`config.mk`:
```
export PLATFORM = sky130hd
export DESIGN_NAME = fetch_unit
export DESIGN_NICKNAME = d
export VERILOG_FILES = /design/src/rtl/fetch_pkg.sv /design/src/rtl/fetch_prefetch_slot.sv /design/src/rtl/fetch_unit.sv
export SDC_FILE = /design/constraint.sdc
export NUM_CORES = 1
export LEC_CHECK = 0
export CAP_MARGIN = 25
export CORE_MARGIN = 3
export CORE_UTILIZATION = 57
export DETAILED_ROUTE_END_ITERATION = 16
export MAX_ROUTING_LAYER = met4
export PLACE_DENSITY = 0.84
export SYNTH_ARGS = -nofsm -noshare
export SYNTH_HDL_FRONTEND = slang
export SYNTH_HIERARCHICAL = 1
export SYNTH_SLANG_ARGS = --single-unit
export TNS_END_PERCENT = 100
```
`constraint.sdc`:
```
create_clock -name clk -period 13.2 [get_ports clk]
set_input_delay 3.96 -clock clk [delete_from_list [all_inputs] [get_ports clk]]
set_output_delay 3.96 -clock clk [all_outputs]
set_load 0.005 [all_outputs]
```
`src/rtl/fetch_pkg.sv`:
```
// fetch_pkg: shared types and constants for the instruction fetch stage
package fetch_pkg;
  localparam int XLEN = 32;
  localparam logic [XLEN-1:0] INSTR_BYTES = 32'd4;
  localparam logic [XLEN-1:0] DEFAULT_RESET_PC = 32'h0000_0000;
  typedef enum logic [2:0] {BOOT, FETCH, HOLD, DRAIN, HALT} state_t;
endpackage

```
`src/rtl/fetch_prefetch_slot.sv`:
```
// fetch_prefetch_slot: one-entry prefetch buffer, clear beats load beats take
module fetch_prefetch_slot
  import fetch_pkg::*;
(
  input  logic            clk,
  input  logic            rst,
  input  logic            i_load,
  input  logic            i_clear,
  input  logic            i_take,
  input  logic [XLEN-1:0] i_data,
  input  logic [XLEN-1:0] i_pc,
  output logic            o_valid,
  output logic [XLEN-1:0] o_data,
  output logic [XLEN-1:0] o_pc
);
  logic            r_valid;
  logic [XLEN-1:0] r_data;
  logic [XLEN-1:0] r_pc;
  always_ff @(posedge clk) begin
    r_valid <= (rst || i_clear) ? 1'b0 : i_load ? 1'b1 : i_take ? 1'b0 : r_valid;
    if (i_load && !i_clear) begin
      r_data <= i_data;
      r_pc   <= i_pc;
    end
  end
  assign o_valid = r_valid;
  assign o_data  = r_data;
  assign o_pc    = r_pc;
endmodule

```
`src/rtl/fetch_unit.sv`:
```
// fetch_unit: PC holder and imem req/ack fetcher with one-entry prefetch and jump redirect
module fetch_unit
  import fetch_pkg::*;
#(
  parameter logic [XLEN-1:0] RESET_PC = DEFAULT_RESET_PC
)(
  input  logic            clk,
  input  logic            rst,
  input  logic            i_jump_valid,
  input  logic [XLEN-1:0] i_jump_target,
  input  logic            i_stall,
  output logic            o_imem_req,
  output logic [XLEN-1:0] o_imem_addr,
  input  logic            i_imem_ack,
  input  logic [XLEN-1:0] i_imem_data,
  output logic [XLEN-1:0] o_instruction,
  output logic [XLEN-1:0] o_fetch_pc,
  output logic            o_inst_valid,
  output logic            o_misaligned
);
  state_t          r_state;
  logic            r_req;
  logic            r_valid;
  logic            r_mis;
  logic [XLEN-1:0] r_addr;
  logic [XLEN-1:0] r_instr;
  logic [XLEN-1:0] r_pc;
  logic [XLEN-1:0] r_tgt;
  logic            w_ack;
  logic            w_pend;
  logic            w_cons;
  logic            w_bad;
  logic            w_slot_v;
  logic [XLEN-1:0] w_slot_data;
  logic [XLEN-1:0] w_slot_pc;
  logic            w_load;
  logic            w_clear;
  logic            w_take;
  always_comb begin
    w_ack   = r_req && i_imem_ack;
    w_pend  = r_req && !i_imem_ack;
    w_cons  = (r_state == HOLD) && r_valid && !i_stall;
    w_bad   = i_jump_target[1:0] != 2'b00;
    w_load  = (r_state == HOLD) && w_ack && !w_cons;
    w_clear = w_cons && i_jump_valid;
    w_take  = w_cons && !i_jump_valid && w_slot_v;
  end
  fetch_prefetch_slot u_slot (
    .clk     (clk),
    .rst     (rst),
    .i_load  (w_load),
    .i_clear (w_clear),
    .i_take  (w_take),
    .i_data  (i_imem_data),
    .i_pc    (r_addr),
    .o_valid (w_slot_v),
    .o_data  (w_slot_data),
    .o_pc    (w_slot_pc)
  );
  always_ff @(posedge clk) begin
    if (rst) begin
      r_state <= BOOT;
      r_req   <= 1'b0;
      r_valid <= 1'b0;
      r_mis   <= 1'b0;
      r_addr  <= RESET_PC;
      r_instr <= '0;
      r_pc    <= RESET_PC;
      r_tgt   <= RESET_PC;
    end else begin
      case (r_state)
        BOOT: begin
          r_state <= FETCH;
          r_req   <= 1'b1;
          r_addr  <= RESET_PC;
        end
        FETCH: if (w_ack) begin
          r_state <= HOLD;
          r_instr <= i_imem_data;
          r_pc    <= r_addr;
          r_valid <= 1'b1;
          r_addr  <= r_addr + INSTR_BYTES;
        end
        HOLD: if (!w_cons) begin
          if (w_ack) r_req <= 1'b0;
        end else if (i_jump_valid) begin
          r_valid <= 1'b0;
          r_tgt   <= i_jump_target;
          if (w_bad) r_mis <= 1'b1;
          if (w_pend) r_state <= DRAIN;
          else begin
            r_state <= w_bad ? HALT : FETCH;
            r_req   <= !w_bad;
            if (!w_bad) r_addr <= i_jump_target;
          end
        end else if (w_slot_v) begin
          r_instr <= w_slot_data;
          r_pc    <= w_slot_pc;
          r_req   <= 1'b1;
          r_addr  <= w_slot_pc + INSTR_BYTES;
        end else if (w_ack) begin
          r_instr <= i_imem_data;
          r_pc    <= r_addr;
          r_addr  <= r_addr + INSTR_BYTES;
        end else begin
          r_state <= FETCH;
          r_valid <= 1'b0;
          r_req   <= 1'b1;
          r_addr  <= r_pc + INSTR_BYTES;
        end
        DRAIN: if (w_ack) begin
          r_state <= r_mis ? HALT : FETCH;
          r_req   <= !r_mis;
          if (!r_mis) r_addr <= r_tgt;
        end
        default: r_req <= 1'b0;
      endcase
    end
  end
  assign o_imem_req    = r_req;
  assign o_imem_addr   = r_addr;
  assign o_instruction = r_instr;
  assign o_fetch_pc    = r_pc;
  assign o_inst_valid  = r_valid;
  assign o_misaligned  = r_mis;
endmodule

```
# Word level (Yosys, flattened, before mapping)
# Cells that the tools add are included.
# classes
add_sub_neg,3
n_eq_ne,15
muxes,46
bitwise,1
n_reduce_logical,30
# op_table
cell,count
two-way mux 32 bit,17
one-hot mux 32 bit (2 select lines),2
one-hot mux 32 bit (4 select lines),1
adder 32 x 3 -> 32 bit (second input constant),3
two-way mux 3 bit,9
!= test 3 bit (second input constant),5
two-way mux 1 bit,14
one-hot mux 3 bit (4 select lines),1
logical AND 1 bit,10
!= test 2 bit (second input constant),5
AND reduction 5 bit,2
zero test 1 bit,7
AND reduction 7 bit,1
== test 3 x 2 -> 1 bit (second input constant),2
AND reduction 3 bit,2
AND reduction 6 bit,1
nonzero test 2 bit,3
!= test 5 x 4 -> 1 bit (second input constant),1
!= test 4 bit (second input constant),1
one-hot mux 1 bit (4 select lines),1
AND reduction 4 bit,1
nonzero test 4 bit,1
== test 3 x 1 -> 1 bit (second input constant),1
zero test 3 bit,1
other kinds (3),3
# totals
regBits,199
in_bits,69
output_inout_bits,99
elab_cells,106

# Longest topological paths before layout
# Gate-level depths: netlist of the first run.
# logic_depth
ltp_word,7
ltp_mapped,9
ltp_nobuf,7

# Cells and area by module
# The synthesis of the first run kept the hierarchy.
# by_module_without_submodules
mod,n_inst,cells_each,area_each_um2,seq_area_each_um2
fetch_unit,1,1208,9135.0,2682.6
fetch_prefetch_slot,1,69,1973.1,1941.9

# Worst setup path after synthesis of the first run
# Ideal clock, no wire load.
# synth_path
kind,input to register
from,input port i_imem_ack
to,"register u_slot.r_data[0], in the netlist u_slot/o_data[0] (enable)"
setup_ns,0.494
arrival_time_ns,7.713
required_ns,12.706
slack_ns,4.993
stages,6
path_buffers,3
path_cell_list,clkbuf_8 nand2_1 clkbuf_1 buf_1 nor3_1 nor2b_1
# synth_between
elab_chain_len,4
# synth_lines
element,line,source
start: declaration,fetch_unit.sv:14,"input logic i_imem_ack,"
logical AND 1 bit,fetch_unit.sv:40,w_ack = r_req && i_imem_ack;
logical AND 1 bit (2 in a row),fetch_unit.sv:44,w_load = (r_state == HOLD) && w_ack && !w_cons;
named net w_load,fetch_unit.sv:36,logic w_load;
logical AND 1 bit,fetch_prefetch_slot.sv:21,if (i_load && !i_clear) begin
end signal: assignment,fetch_prefetch_slot.sv:22,r_data <= i_data;
end: declaration,fetch_prefetch_slot.sv:17,logic [XLEN-1:0] r_data;
# The timed path passes the listed nets, and every way through them passes these cells.
# A chain may end at the register's enable or synchronous reset.

# Worst setup path after layout of the first run
# layout_path
from,input port i_jump_valid
to,"register r_instr[20], in the netlist o_instruction[20]"
# layout_between
elab_chain_len,2
# layout_lines
element,line,source
start: declaration,fetch_unit.sv:9,"input logic i_jump_valid,"
!= test 2 bit (no line),--,
AND reduction 3 bit (no line),--,
end signal: assignment,fetch_unit.sv:79,r_instr <= i_imem_data;
end signal: assignment,fetch_unit.sv:97,r_instr <= w_slot_data;
end signal: assignment,fetch_unit.sv:102,r_instr <= i_imem_data;
end: declaration,fetch_unit.sv:26,logic [XLEN-1:0] r_instr;
# No other way between the ends.

==> metrics.txt, run 1 <==
top cell type's share of synthesized area around 24%; critical path peak fanout 65; Seq/Total Area, Yosys 41.6%; GRT busiest layer met2; tightest slew margin relative to the limit between 40% and 50%; # diodes 0; mapped cell area 0.0111 mm2; r2r endpoint o_instruction[20]; Cells after Synth 1277; Post-Synth Simple-Gate Area 24.6%; Int Pwr 1120 uW; RSZ-0062 raised after global routing false; syn avg cell area between 8 and 9 um2; first-pass GRT wire length 58.3 mm; switching power share of the total about a third; # fillers between 1500 and 2000; Leak ~0.0042 uW; clock tree sinks just under 200; final global-route overflow total 0; Hold Path Origin r_tgt[23]; fin worst setup slack ~5.8 ns; Tot Pwr between 1500 and 2000 uW; core area roughly 0.019 mm2; outcome finished clean; Yosys warning count 6; Cells after DPL roughly 1600; pin count of the biggest net entering global routing around 80; worst slack, placed between 5 and 6 ns; largest family of logic cells by synthesized area simple AND/OR/NAND/NOR gates; min-delay worst type flop to flop; wire length per cell ~23 um; maximum clock frequency between 0.1 and 0.15 GHz; Fin. Hold Viols 0; sw power ~580 uW; period utilization a little under three fifths; sequential cell fraction of total power between 40% and 50%; drt total wl 37.6 mm; M3 GR Usage between 7 and 8%; layout cells sized above 1 around 6.7%; logic gate share of total power roughly 24%; H-tree depth 4; initial antenna violation count 0; first drt pass iteration count 6; via count ~11000; die extent in y approximately 150 um; Clock Skew between 0.01 and 0.015 ns; compound-cell area share of the yosys netlist ~22%; max-slew violation count 0; IO Pins between 150 and 200; chip width around 150 um; pwr/cell area 127 mW/mm2; Hold EP r_tgt[23]; worst-skew pair later-pin latency about 0.45 ns; TritonCTS clock tree yes; fin crit period approximately 7.4 ns; port bufs 167; worst slew pin tran about 0.9 ns; Die ar. between 0.02 and 0.025 mm2; sequential cell area around 0.0046 mm2; setup TNS 0 ns; CTS Buffer Depth 2; number of global-route vias before repair 9973; Synth async-reset ratio 0%; Synth Register Bits 199; fin nets roughly 1500; area share of fa/ha/maj cells after synthesis 0.338%; clk slew on worst S/H paths approximately 0.08 ns; crit path DAT 7.79 ns; met2 GRT Util around half; final count of negative-setup-slack endpoints 0; Max-Cap Viols 0; Hold Slack ~0.46 ns; synthesis-to-finish area growth 20.4%; Synth cell types 95; crit path launch type primary input; mux cell area share after synthesis less than 1%; Crit Path Class primary input to flop; reg2reg start r_state[1]; Post-synth EDFFs 64; Multi-input gate area 0.00594 mm2; largest cells by area after synthesis dfxtp_1, edfxtp_1, a211oi_1, o21ai_0, nand2_1; WP data required roughly 14 ns; Post-CTS Repair Setup Buffers 0; Detail Placement HPWL about 25 mm; xor and xnor fraction of the mapped netlist area 5.60%; Resized Gates After CTS 0; Initial Utilization 58.6%; met1 Track Usage GR 50.8%; worst vdd ir 106 uV; Vias/cell approximately 6.7; gr usage total between 30% and 40%; Crit. End Element flop; Reg2Reg Setup Slack 9.17 ns; TritonCTS buffer count 17; Antenna Nets Post-Route 0; hold-critical path depth 2; share of power burned in the clock network about a third; cells on worst reg2reg path 9; FP Rows 50; DRC 0; root buf cell clkbuf_16; most common flop cell mapped by yosys dfxtp_1; fin cells 1652; drt initial violations between 1500 and 2000; hold_buf cts 0; GPL Wtd Cong between 1 and 1.5; Synthesized Nets 1349; largest area contributor in the netlist dfxtp_1
==> worst max path at each step <==
stage	depth (start not counted)	slack [ns]	start	endpoint
floorplan	6	4.99	i_imem_ack	u_slot/o_data[0]
global placement	8	5.64	i_jump_valid	u_slot/o_data[31]
CTS	10	5.86	i_jump_valid	o_fetch_pc[4]
global route	10	5.50	i_jump_valid	o_fetch_pc[4]
finish	10	5.77	i_jump_valid	o_instruction[20]
detailed placement	10	5.42	i_jump_valid	o_fetch_pc[4]
==> power by group through the flow <==
stage / clock network [uW] / registers (uW) / logic, uW
global placement: 0 / 736 / 388
CTS: 561 / 724 / 397
global route: 584 / 732 / 435
detailed placement: 0 / 737 / 395
floorplan: 0 / 716 / 246
finish: 560 / 726 / 409
==> cell type report <==
cell class	count	share of cell area [%]
clock buffer	17	3.18
clock inverter	15	1.54
inverter	18	0.505
multi-input combinational	961	44.4
sequential	199	34.6
tap	260	2.43
timing repair buffer	182	13.3
==> routing by layer <==
metal / wire length (um) / vias to the layer above
li1: - / 4978
met1: 15500 / 5222
met2: 16400 / 736
met3: 4680 / 82
met4: 941 / 0
met5: 0 / -
==> synth_stat cells (all sizes together) (4+ instances only) <==
master,number
o221ai,5
nor4,21
a222oi,4
and4,15
xnor2,39
clkbuf,65
a311oi,7
buf,34
nor2,116
a22oi,14
edfxtp,64
inv,17
and2,12
mux2i,6
a22o,4
a31oi,7
or4,5
o211ai,7
o21a,4
dfxtp,135
nand3,38
a221o,5
o21ai,105
a221oi,11
or2,4
or3,64
o31ai,5
a211oi,73
nor3,30
xor2,32
and3,19
a21oi,69
a211o,7
nand4,36
nand2,133
nor2b,6
o22ai,6
==> logic make-up (layout without fill, tap and decap cells) <==
family          Yosys count  count (layout)
simple gates            514             514
compound gates          365             365
flops                   199             199
buf+inv                 117             232
xor+xnor                 71              71
mux                       8               8
fa+ha+maj                 3               3
==> registers in the layout (all words and copies together) (netlist names), 3 cells and up <==
register,cells
r_state,3
u_slot/o_data,32
r_tgt,32
u_slot/o_pc,32
o_fetch_pc,32
o_instruction,32
o_imem_addr,32
==> worst max-delay path, stage by stage <==
cell,delay (ns)
clkdlybuf4s50_1,0.40
buf_4,0.26
inv_1,0.41
nand2_1,0.28
o21ai_4,0.19
buf_4,0.58
a21boi_4,0.84
buf_4,0.48
nor2_1,0.09
a211oi_1,0.24
==> metrics by stage <==
| stage | util [%] | area, um2 |
|---|---|---|
| after floorplan | - | 11100 |
| after global placement | 67.2 | 12700 |
| after detailed placement | 67.2 | 12700 |
| after CTS | 70.5 | 13400 |
| after global routing | 70.6 | 13400 |
| final | 70.6 | 13400 |
==> placed cells by master, fill, tap and decap left out, types with 32 or more instances in the layout <==
master	count
nor2_1	115
nand3_1	35
o21ai_0	104
edfxtp_1	64
xnor2_1	39
a21oi_1	68
nand2_1	130
xor2_1	32
a211oi_1	72
dfxtp_1	135
or3_1	64
clkdlybuf4s50_1	166
No activity file was read; power rests on OpenSTA's default activity.
==> run 2: changes to the inputs <==
--- a/config.mk
+++ b/config.mk
@@ -7,10 +7,10 @@
 export LEC_CHECK = 0
 export CAP_MARGIN = 25
 export CORE_MARGIN = 3
-export CORE_UTILIZATION = 57
+export CORE_UTILIZATION = 50
 export DETAILED_ROUTE_END_ITERATION = 16
 export MAX_ROUTING_LAYER = met4
-export PLACE_DENSITY = 0.84
+export PLACE_DENSITY = 0.78
 export SYNTH_ARGS = -nofsm -noshare
 export SYNTH_HDL_FRONTEND = slang
 export SYNTH_HIERARCHICAL = 1
==> constraint.sdc (replaced) <==
create_clock -name clk -period 6.47 [get_ports clk]
set_input_delay 1.941 -clock clk [delete_from_list [all_inputs] [get_ports clk]]
set_output_delay 1.941 -clock clk [all_outputs]
set_load 0.005 [all_outputs]
==> run 2 against run 1 <==
- sequential share of layout area decreased by 0.078 points
- combinational power grew 110%
- first-iteration DRC count up 9.6%
- worst hold slack worse by 0.0021 ns
- register-to-register slack worse by 6.2 ns
- die area grew 13%
- clock power increased by 95%
- cell area rose by 0.23%
- non-clock buffer count is 2 higher
==> metrics.txt, run 2 (synthesis gave the netlist of run 1 again) <==
Crit Path Class primary input to flop (unchanged); hold-critical path depth 2 (unchanged); Max-Cap Viols 0 (unchanged); min-delay worst type flop to flop (unchanged); final count of negative-setup-slack endpoints 0 (unchanged); Antenna Nets Post-Route 0 (unchanged); port bufs 167 (unchanged); pwr/cell area 254 mW/mm2 (was 127 mW/mm2); # diodes 0 (unchanged); r2r endpoint o_imem_addr[26] (was o_instruction[20]); Hold Slack 0.454 ns (was 0.456 ns); critical path peak fanout 35 (was 65); Detail Placement HPWL 26.1 mm (was 25.5 mm); Layout Utilization 62.6% (was 70.6%); Vias/cell 6.49 (was 6.67); clk slew on worst S/H paths 0.08 ns (about the same); GPL Wtd Cong 0.996 (was 1.00); first drt pass iteration count 6 (unchanged); Reg2Reg Setup Slack 3.00 ns (was 9.17 ns); H-tree depth 4 (unchanged); fin crit period 4.83 ns; Initial Utilization 51.9% (was 58.6%); worst slack, placed 1.32 ns (was 5.42 ns); FP Rows 53 (was 50); TritonCTS buffer count 17 (unchanged); Hold EP r_tgt[22] (was r_tgt[23]); IO Pins 168 (unchanged); RSZ-0062 raised after global routing false (unchanged); fin nets 1453 (was 1451); Crit. End Element flop (unchanged); die extent in y 155 um (was 146 um); drt total wl 38.0 mm (was 37.6 mm); Fin. Hold Viols 0 (unchanged); via count 10825 (was 11018); drt initial violations 1685 (was 1538); WP data required 6.82 ns (was 13.56 ns); commonest non-fill, non-tap cell in the layout clkdlybuf4s50_1 (unchanged); cells on worst reg2reg path 6 (was 9); wire length per cell 22.7 um (was 22.8 um); most used cells in the layout excluding fill and tap cells clkdlybuf4s50_1, dfxtp_1, nand2_1 (unchanged); pin count of the biggest net entering global routing 77 (was 78); CTS Buffer Depth 2 (unchanged); chip width 155 um (was 146 um); maximum clock frequency around 0.21 GHz; Resized Gates After CTS 0 (unchanged); synthesis-to-finish area growth 20.7% (was 20.4%); worst vdd ir 170 uV (was 106 uV); initial antenna violation count 0 (unchanged); Post-CTS Repair Setup Buffers 0 (unchanged); crit path launch type primary input (unchanged); Clock Skew 0.0130 ns (was 0.0116 ns); Design Area, Final 0.0134 mm2 (about the same); root buf cell clkbuf_16 (unchanged); final global-route overflow total 0 (unchanged); setup TNS 0 ns (unchanged); worst-skew pair later-pin latency 0.45 ns (about the same); first-pass GRT wire length 58.3 mm (about the same); gr usage total 31.8% (was 35.4%); DRC 0 (unchanged); period utilization around three quarters; hold_buf cts 0 (unchanged); Leak 0.00421 uW (about the same); fin worst setup slack 1.64 ns (was 5.77 ns); Die ar. 0.0240 mm2 (was 0.0212 mm2); clock tree sinks 199 (unchanged); reg2reg start r_state[0] (was r_state[1]); Hold Path Origin r_tgt[22] (was r_tgt[23]); TritonCTS clock tree yes (unchanged); layout cells sized above 1 6.81% (was 6.68%); crit path DAT 5.18 ns (was 7.79 ns); worst slew pin tran 0.923 ns (was 0.896 ns); tightest slew margin relative to the limit 38.5% (was 40.1%); cell area after placement 0.0128 mm2 (was 0.0127 mm2); outcome finished clean (unchanged); number of global-route vias before repair 10009 (was 9973); max-slew violation count 0 (unchanged); core area 0.0214 mm2 (was 0.0190 mm2)
## run 2: cell count changes in the layout (fill, tap and decap cells not counted)
cell,delta
nor2_2,-1
buf_12,+2
bufinv_16,-2
inv_6,+1
nor2_4,+1
clkinv_4,-1
inv_8,-1
clkinv_2,+1
inv_12,+2
## run 2: cell type report
cell class / instances / area [um2]
Clock inverter: 15 / 173
Timing Repair Buffer: 184 / 1820
Tap cell: 275 / 344
Inverter: 18 / 67.6
Fill cell: 1895 / 8010
Clock buffer: 17 / 425
Multi-Input combinational cell: 961 / 5950
Sequential cell: 199 / 4620
## run 2: worst max-delay path by stage
| stage | from | endpoint | cells after the start |
|---|---|---|---|
| finish | i_jump_valid | o_imem_addr[26] | 8 |
| global route | i_jump_valid | o_imem_addr[26] | 8 |
| CTS | i_jump_valid | o_imem_addr[26] | 8 |
| detailed placement | i_jump_valid | o_imem_addr[26] | 8 |
| global placement | i_jump_valid | o_imem_addr[26] | 8 |
| floorplan | i_imem_ack | u_slot/o_data[0] | 6 |
## run 2: critical path, stage by stage
cell and delay (ns):
clkdlybuf4s50_1 0.39, buf_4 0.26, a31o_1 0.30, a2111oi_2 0.44, nand3_1 0.67, nor2_1 0.59, o221ai_1 0.31, o221ai_1 0.25
## run 2: metrics by stage
step                cells  power, uW
finish               1669       3410
global route         1669       3530
CTS                  1669       3390
detailed placement   1637       2320
global placement     1636       2310
floorplan            1277       1960
## run 2: layer usage
layer	GRT usage, %	vias to the layer above	wire length [um]
met4	9.13	0	1010
met1	44.8	5082	16300
li1	-	4974	-
met5	-	-	0
met2	45.5	687	16200
met3	7.76	82	4520
## run 2: report_power, final
group	switching, uW	total (uW)	internal [uW]	leakage, uW
Clock	563	1090	525	0.000291
Sequential	119	1480	1360	0.00167
Combinational	511	842	331	0.00224
Total	1190	3410	2220	0.00421
==> edit: new RTL, settings of run 2 <==
The package constant `XLEN` goes from 32 to 16.
--- a/src/rtl/fetch_pkg.sv
+++ b/src/rtl/fetch_pkg.sv
@@ -1,5 +1,5 @@
 // fetch_pkg: shared types and constants for the instruction fetch stage
 package fetch_pkg;
-  localparam int XLEN = 32;
+  localparam int XLEN = 16;
   localparam logic [XLEN-1:0] INSTR_BYTES = 32'd4;
   localparam logic [XLEN-1:0] DEFAULT_RESET_PC = 32'h0000_0000;
Interface: changed (5 resized); port bits go from 168 to 88. No check against the original RTL was run, so the function may have changed too.
==> edit against run 2 <==
Combinational power down 14%. Power is 38% lower. Via count is 49% lower. Worst setup slack better by 0.29 ns. Sequential cell count shrank 96. Register-to-register slack improved by 0.45 ns. Routed wire length is 56% lower. Hold slack gained 0.044 ns. Highest routed layer unchanged. Area after synthesis fell by 49%. Non-clock buffer count shrank 89. Clock power decreased by 52%. Cell area decreased by 49%. Count of clock-buffer cells in the layout down 8. First-iteration DRC count shrank 54%.
==> edit: results (changes against run 2) <==
| Metric | Value |
|---|---|
| Vias in the first global route | `5016 (-50%)` |
| Worst R2R End | `o_fetch_pc[1]` |
| Max transition margin | `28.7% (-9.8 points)` |
| Final Wtd Congestion | `1.02 (+2.1%)` |
| WP data arrival | `4.82 ns (-0.36 ns)` |
| Worst hold path endpoint | `r_tgt[14]` |
| DRT iter0 DRCs | `773 (-54%)` |
| CTS buffer count | `9 (-8)` |
| Clk_lat worst skew | `0.35 ns (-0.10 ns)` |
| Placed cell count | `822 (-50%)` |
| VDD IR max | `235 uV (+38%)` |
| Worst-path clk slew | `0.07 ns` |
| Synth top cells by count | `nor2_1, dfxtp_1, o21ai_0` |
| All-layer global routing usage | `27.2% (-4.5 points)` |
| Reg2reg start | `u_slot/o_valid` |
| Max incr delay on CP | `1.18 ns (+0.51 ns)` |
| Syn nets | `674 (-50%)` |
| Drt first pass iters | `5 (-1)` |
| Leak Pwr | `2.15 nW (-49%)` |
| Placement Cell Area | `6620 um2 (-48%)` |
| Nets | `733 (-50%)` |
| Flop2flop setup slack | `3.45 ns (+0.45 ns)` |
| Layout Skew | `0.00762 ns (-0.00539 ns)` |
| Drc violations | `0 (unchanged)` |
| IO buf count | `87 (-48%)` |
| Slowest stage cell, crit path | `clkdlybuf4s50_1` |
| Setup slack at placement | `1.58 ns (+0.266 ns)` |
| Top post-synthesis cells by area | `dfxtp_1, edfxtp_1, nor2_1, a211oi_2, mux2i_1` |
| First-pass GRT wire length | `27100 um (-54%)` |
| Outcome | `finished clean` |
| Hold_sp | `r_tgt[14]` |
| Worst Reg-to-Reg Cells | `5 (-1)` |
| Synth cell types | `66 (-31%)` |
| Crit-path max FO | `26 (-26%)` |
| H-Tree Depth | `3 (-1)` |
| Switch Pwr | `796 uW (-33%)` |
| # fillers | `941 (-50%)` |
| Share of cells above drive strength 1 | `8.17% (+1.4 points)` |
| Seq/Total Area, Yosys | `41.6% (about the same)` |
| Grt ovf | `0 (unchanged)` |
| Final HPWL DP | `11400 um (-56%)` |
| Vias | `5471 (-49%)` |
| EDFF count, synth | `32 (-50%)` |
| Syn_area_per_cell | `9.02 um2 (+3.7%)` |
| Final Non-Filler Cells | `838 (-50%)` |
| Wirelength, routed | `16900 um (-56%)` |
| Hold Slack | `0.498 ns (+0.0443 ns)` |
==> edit: power by group through the flow <==
stage                     logic, mW  registers [mW]  clock network (mW)
after detailed placement      0.708           0.859                   0
after global routing          0.789           0.862               0.556
final                         0.727           0.849               0.525
after global placement        0.696           0.855                   0
after floorplan               0.508           0.808                   0
after CTS                     0.716           0.844               0.528
==> edit: per-layer routing <==
| layer | track usage [%] | part of all wire [%] | vias to the layer above |
|---|---|---|---|
| met2 | 40.9 | 47 | 331 |
| met5 | - | 0 | - |
| met4 | 10.1 | 2.3 | 0 |
| li1 | - | - | 2514 |
| met1 | 38.0 | 42 | 2592 |
| met3 | 3.16 | 8.9 | 34 |
==> edit: worst max path at each step <==
stage            startpoint               end  slack (ns)  cells after the start
6_report       i_jump_valid   o_imem_addr[11]        1.93                      6
2_1_floorplan  i_jump_valid  u_slot/o_data[0]        1.66                      6
5_1_grt          i_imem_ack  o_instruction[8]        1.75                      6
3_3_place_gp   i_jump_valid   o_imem_addr[11]        1.72                      6
3_5_place_dp     i_imem_ack  o_instruction[8]        1.58                      6
4_1_cts          i_imem_ack  o_instruction[8]        1.94                      6
==> edit: area by class of cell <==
class	count	area (um2)	area share [%]
Multi-Input combinational cell	472	3090	44.8
Sequential cell	103	2380	34.5
Timing Repair Buffer	95	926	13.4
Clock buffer	9	225	3.26
Tap cell	140	175	2.54
Clock inverter	7	56.3	0.816
Inverter	12	45.0	0.653
==> edit: kinds of logic (layout without fill, tap and decap cells) <==
kind of cell / Yosys count / in the layout / synth area share [%]
XOR/XNOR: 22 / 22 / 3.37
AND/OR/NAND/NOR: 241 / 241 / 21.8
flip-flops: 103 / 103 / 41.6
buffers and inverters: 59 / 123 / 4.33
adder cells (fa/ha/maj): 3 / 3 / 0.656
multiplexers: 26 / 26 / 4.55
AO/OA/AOI/OAI: 180 / 180 / 23.7
==> edit: worst reg2reg max path, cell delays in order, from the launching register on <==
cell and delay [ns]:
dfxtp_1 0.89, nand2_1 0.46, buf_4 0.38, a21boi_4 0.81, nor2_1 0.16, a211oi_2 0.24
